$ cat config.mk
export PLATFORM = sky130hd
export DESIGN_NAME = fetch_ctrl
export DESIGN_NICKNAME = d
export VERILOG_FILES = /design/src/rtl/fetch_pkg.sv /design/src/rtl/fetch_fifo.sv /design/src/rtl/fetch_ctrl.sv
export SDC_FILE = /design/constraint.sdc
export NUM_CORES = 1
export LEC_CHECK = 0
export CAP_MARGIN = 5
export CORE_ASPECT_RATIO = 0.5
export CORE_UTILIZATION = 38
export DETAILED_ROUTE_END_ITERATION = 10
export PLACE_DENSITY_LB_ADDON = 0.25
export SLEW_MARGIN = 15
export SYNTH_ARGS = -nofsm -noshare
export SYNTH_HDL_FRONTEND = slang
export SYNTH_SLANG_ARGS = --single-unit
export TNS_END_PERCENT = 1
$ cat constraint.sdc
create_clock -name clk -period 8.04 [get_ports clk]
set_input_delay 0.804 -clock clk [delete_from_list [all_inputs] [get_ports clk]]
set_output_delay 0.804 -clock clk [all_outputs]
set_load 0.1 [all_outputs]
$ cat src/rtl/fetch_pkg.sv
// Shared types and constants for the instruction-fetch sequencer.
package fetch_pkg;

    localparam logic [31:0] NOP_INSTR              = 32'h00000013;
    localparam logic [3:0]  EXC_INSTR_MISALIGNED   = 4'd0;
    localparam logic [3:0]  EXC_INSTR_ACCESS_FAULT = 4'd1;

    localparam int PC_W    = 64;
    localparam int INSTR_W = 32;
    localparam int CODE_W  = 4;
    localparam int TVAL_W  = 64;
    localparam int ENTRY_W = PC_W + INSTR_W + 1 + CODE_W + TVAL_W;

    typedef enum logic {
        ST_FETCH = 1'b0,
        ST_FAULT = 1'b1
    } state_e;

    typedef struct packed {
        logic [PC_W-1:0]    pc;
        logic [INSTR_W-1:0] instr;
        logic               exc_en;
        logic [CODE_W-1:0]  exc_code;
        logic [TVAL_W-1:0]  exc_val;
    } entry_t;

endpackage

$ cat src/rtl/fetch_fifo.sv
// Small synchronous FIFO with flush; a push into a full FIFO is accepted
// when a pop happens in the same cycle. Flush overrides push and pop.
module fetch_fifo #(
    parameter int DEPTH = 2,
    parameter int WIDTH = 8
) (
    input  logic             clk,
    input  logic             rst,
    input  logic             flush,
    input  logic             push,
    input  logic             pop,
    input  logic [WIDTH-1:0] din,
    output logic [WIDTH-1:0] dout,
    output logic             full,
    output logic             empty
);

    localparam int PTR_W = (DEPTH > 1) ? $clog2(DEPTH) : 1;
    localparam int CNT_W = $clog2(DEPTH) + 1;

    logic [WIDTH-1:0] mem_q [DEPTH];
    logic [PTR_W-1:0] wr_ptr_q, wr_ptr_d;
    logic [PTR_W-1:0] rd_ptr_q, rd_ptr_d;
    logic [CNT_W-1:0] count_q, count_d;
    logic             push_ok, pop_ok;

    always_comb begin
        empty    = (count_q == '0);
        full     = (count_q == CNT_W'(DEPTH));
        pop_ok   = pop && !empty;
        push_ok  = push && (!full || pop_ok);
        wr_ptr_d = wr_ptr_q;
        rd_ptr_d = rd_ptr_q;
        count_d  = count_q;
        if (flush) begin
            wr_ptr_d = '0;
            rd_ptr_d = '0;
            count_d  = '0;
        end else begin
            // Pointers wrap naturally because DEPTH is a power of two.
            if (push_ok) wr_ptr_d = wr_ptr_q + 1'b1;
            if (pop_ok)  rd_ptr_d = rd_ptr_q + 1'b1;
            if (push_ok && !pop_ok)      count_d = count_q + 1'b1;
            else if (pop_ok && !push_ok) count_d = count_q - 1'b1;
        end
    end

    always_ff @(posedge clk or posedge rst) begin
        if (rst) begin
            wr_ptr_q <= '0;
            rd_ptr_q <= '0;
            count_q  <= '0;
        end else begin
            wr_ptr_q <= wr_ptr_d;
            rd_ptr_q <= rd_ptr_d;
            count_q  <= count_d;
        end
    end

    always_ff @(posedge clk) begin
        if (!flush && push_ok) mem_q[wr_ptr_q] <= din;
    end

    assign dout = mem_q[rd_ptr_q];

endmodule

$ cat src/rtl/fetch_ctrl.sv
// Instruction-fetch sequencer: owns the fetch PC, buffers {pc, instr, exc}
// entries for decode, and parks after a fault until the next redirect.
module fetch_ctrl
    import fetch_pkg::*;
#(
    parameter logic [63:0] RESET_PC   = 64'h0000_0000_0000_0000,
    parameter int          FIFO_DEPTH = 2
) (
    input  logic        clk,
    input  logic        rst,
    input  logic        fetch_en,
    input  logic        redirect_en,
    input  logic [63:0] redirect_pc,
    output logic [63:0] imem_pc_addr,
    input  logic [31:0] imem_instruction,
    input  logic        imem_exc_en,
    input  logic [3:0]  imem_exc_code,
    input  logic [63:0] imem_exc_val,
    output logic        out_valid,
    input  logic        out_ready,
    output logic [63:0] out_pc,
    output logic [31:0] out_instr,
    output logic        out_exc_en,
    output logic [3:0]  out_exc_code,
    output logic [63:0] out_exc_val
);

    logic [63:0] pc_q, pc_d;
    state_e      state_q, state_d;
    logic        misalign_q, misalign_d;
    logic        push, pop;
    logic        fifo_full, fifo_empty;
    entry_t      push_entry, head_entry, shown_entry;

    always_comb begin
        pc_d       = pc_q;
        state_d    = state_q;
        misalign_d = misalign_q;
        push       = 1'b0;
        push_entry = '0;
        pop        = !fifo_empty && out_ready;
        if (redirect_en) begin
            pc_d       = redirect_pc;
            state_d    = ST_FETCH;
            misalign_d = |redirect_pc[1:0];
        end else if (fetch_en && state_q == ST_FETCH && (!fifo_full || pop)) begin
            push = 1'b1;
            // A misaligned target is reported without looking at imem.
            if (misalign_q) begin
                push_entry = '{pc_q, NOP_INSTR, 1'b1, EXC_INSTR_MISALIGNED, pc_q};
                state_d    = ST_FAULT;
                misalign_d = 1'b0;
            end else if (imem_exc_en) begin
                push_entry = '{pc_q, NOP_INSTR, 1'b1, imem_exc_code, imem_exc_val};
                state_d    = ST_FAULT;
            end else begin
                push_entry = '{pc_q, imem_instruction, 1'b0, 4'd0, 64'd0};
                pc_d       = pc_q + 64'd4;
            end
        end
    end

    always_ff @(posedge clk or posedge rst) begin
        if (rst) begin
            pc_q       <= RESET_PC;
            state_q    <= ST_FETCH;
            misalign_q <= 1'b0;
        end else begin
            pc_q       <= pc_d;
            state_q    <= state_d;
            misalign_q <= misalign_d;
        end
    end

    fetch_fifo #(
        .DEPTH (FIFO_DEPTH),
        .WIDTH (ENTRY_W)
    ) u_fifo (
        .clk   (clk),
        .rst   (rst),
        .flush (redirect_en),
        .push  (push),
        .pop   (pop),
        .din   (push_entry),
        .dout  (head_entry),
        .full  (fifo_full),
        .empty (fifo_empty)
    );

    // Storage is not reset, so an empty FIFO presents all-zero fields.
    assign shown_entry  = fifo_empty ? '0 : head_entry;
    assign out_valid    = !fifo_empty;
    assign out_pc       = shown_entry.pc;
    assign out_instr    = shown_entry.instr;
    assign out_exc_en   = shown_entry.exc_en;
    assign out_exc_code = shown_entry.exc_code;
    assign out_exc_val  = shown_entry.exc_val;
    assign imem_pc_addr = pc_q;

endmodule

==> impl_metrics.ini <==
[run_status]
outcome = finished clean

[timing]
final_max_slew_viol_count = 0
maxSlewHeadroom_pct = 27.0
tns_ns = 0
setup_slack_ns = 3.67
final_hold_viol_count = 0
max_freq_ghz = 0.229
fin_crit_sh_pct = 54.4
min_period_ns = 4.37
setup_viol = 0
rsz0062_at_grt = no
clock_skew_ns = 0.0131
worst_pin_slew_ns = 1.09

[worst_setup_path]
path_cells = nor2_4 > buf_4 > buf_4 > nor2_1 > clkdlybuf4s50_1
worstPathRequired_ns = 7.24
cp_max_fo = 63
r2r_slack_ns = 4.85
cp.arrival_ns = 3.57
critical_path.top_delay_family = buffers and inverters
critPathSlowestCell = clkdlybuf4s50_1
cp-end-kind = output port
cp_common_cell = buf_4
path_buf_inv = 3
critPathLaunchType = flop
worstSetupPathType = reg2out
max_stage_delay_ns = 1.02

[worst_hold_path]
hold_class = reg2reg

[cts]
clock_latency_ns = 0.54
cts_resized = 0
cts_sinks = 400
cts_tree = built
cts.clk_slew.worst_paths_ns = 0.07
root_buffer = clkbuf_16
htreeDepth = 2
holdBufCountCts = 0
cts_buffers = 38
cts_buffer_depth = 3
postCtsSetupBuffers = 0

[logic_synthesis]
synth_top_area_cell = edfxtp_1
ys.flop_type = edfxtp_1
ys_async_sr_fraction_pct = 17.5
ys_types = 41
ys_seq_area_share_pct = 65.1
ys_ff_latch = 400
synth_edf_count = 330
syn_nets = 1565
syn-instance-count = 1394
yosys_warnings = 0
synth_top_area_share_pct = 55.3
avgSynthCellArea_um2 = 12.9
syn_area_mm2 = 0.0179
synth_area_leaders = edfxtp_1, mux2i_1, dfrtp_1

[die]
io-pin-count = 400
coreArea_mm2 = 0.0458
die-area_mm2 = 0.0481
die_y_um = 156
rows = 55
die_x_um = 309
initial_core_util_pct = 39.1

[pwr]
switching_share_pct = 32.8
ir_worst_vdd_v = 0.000127
p_per_area_mw_per_mm2 = 241
leakage_nw = 8.24
power.total_w = 0.00575
seq_power_share_pct = 42.7
comb_power_share_pct = 23.7
p_sw_w = 0.00189
p_int_w = 0.00386
clkPwrFrac_pct = 33.6

[route]
first_pass_iters = 5
ant_nets = 0
drt_iter0_markers = 737
wl_per_cell_um = 21.0
vias = 12371
drc_errors = 0
vias_per_cell = 5.11
drt_wl_total_um = 50700

[global_routing]
overflow = 0
grtUsageMet2_pct = 37.2
antenna_found_initial = 8
grt_pass1_wl_um = 74800
grt_max_degree = 108
grt_util_met3_pct = 2.96
grt_pass1_vias = 12183
top_usage_layer = met2
grt_usage_pct = 20.6
grt_use_met1_pct = 25.5

[placed_design]
place_ws_ns = 3.89
gp_congestion = 0.792
dp_hpwl_um = 33300
io_buffers = 399

[layout]
drive_gt1_share_pct = 5.44
fin_nets = 1925
syn_to_final_growth_pct = 33.3
layout_commonest_cell = clkdlybuf4s50_1
mostFrequentLayoutCells = clkdlybuf4s50_1, edfxtp_1, nor2_1

[flow_run]
maxCapViolCount = 0
[area by class of cell]
type / instances / area [µm²]
fillers: 3968 / 21900
clock buffers: 51 / 1120
repair buffers: 416 / 4140
diodes: 9 / 22.5
inverters: 8 / 31.3
multi-input cells: 890 / 5890
flip-flops and latches: 400 / 11700
clock inverters: 18 / 223
well taps: 627 / 785
[power by group through the flow]
stage	clock, W	combinational, W	sequential [W]
2_1_floorplan	0	0.000779	0.00269
3_3_place_gp	0	0.00137	0.00250
3_5_place_dp	0	0.00137	0.00250
4_1_cts	0.00197	0.00138	0.00246
5_1_grt	0.00205	0.00142	0.00247
6_report	0.00193	0.00136	0.00246
[metal layers]
| metal | routed length, µm | share of wire, % |
|---|---|---|
| met2 | 26900 | 53 |
| met4 | 1200 | 2.4 |
| met5 | 0 | 0 |
| met1 | 20900 | 41 |
| met3 | 1710 | 3.4 |
[flip-flops by register name (all words and copies together), names as in the netlist]
signal / flops
u_fifo.rd_ptr_q: 1
imem_pc_addr: 64
u_fifo.wr_ptr_q: 1
state_q: 1
u_fifo.count_q: 2
u_fifo.mem_q: 330
misalign_q: 1
[worst reg2reg max path, cell delays in order (launching register included)]
cell     delay [ns]
dfrtp_1        0.45
nor3b_1        0.24
or3_1          0.55
nor2_4         0.83
buf_4          0.68
[cells by family (layout without fill, tap and decap cells)]
kind of cell	Yosys count	in the layout	synth area share, %
AO/OA/AOI/OAI	139	139	5.77
XOR/XNOR	37	37	1.81
adder cells (fa/ha/maj)	1	1	0.0698
buffers and inverters	104	493	2.25
flip-flops	400	400	65.1
multiplexers	179	179	10.0
other	0	9	0
AND/OR/NAND/NOR	534	534	15.0
[synthesized netlist by cell type (19+ instances only)]
cell type and count:
o21ai_0 40, dfrtp_1 70, xnor2_1 21, mux2i_1 176
a22o_1 63, nand4_1 21, edfxtp_1 330, nand3_1 28
nand2_1 76, nor3_1 19, nor2_1 188, and2_1 100
clkbuf_1 71, buf_1 20, nor4_1 24
[stage by stage]
| step | utilization [%] | cell area (µm²) | hold slack [ns] | std cells |
|---|---|---|---|---|
| finish | 52.1 | 23900 | 0.551 | 2419 |
| floorplan | - | 17900 | 0.511 | 1394 |
| global route | 52.1 | 23900 | 0.595 | 2418 |
| detailed placement | 49.1 | 22500 | 0.535 | 2341 |
| CTS | 52.1 | 23900 | 0.548 | 2410 |
| global placement | 49.1 | 22500 | 0.530 | 2341 |
[path summary, 6_finish.rpt]
kind / from / endpoint / cells past startpoint
hold reg to reg: state_q$_DFFE_PP0P_ / state_q$_DFFE_PP0P_ / 2
min in group asynchronous: rst / imem_pc_addr[0]$_DFFE_PP0P_ / 2
setup reg to reg: u_fifo.count_q[1]$_DFFE_PP0P_ / u_fifo.mem_q[0][160]$_DFFE_PP_ / 4
hold / removal: state_q$_DFFE_PP0P_ / state_q$_DFFE_PP0P_ / 2
max in group asynchronous: rst / u_fifo.rd_ptr_q$_DFFE_PP0P_ / 3
setup / recovery: u_fifo.count_q[1]$_DFFE_PP0P_ / out_pc[21] / 5
No activity file was read; power rests on OpenSTA's default activity.
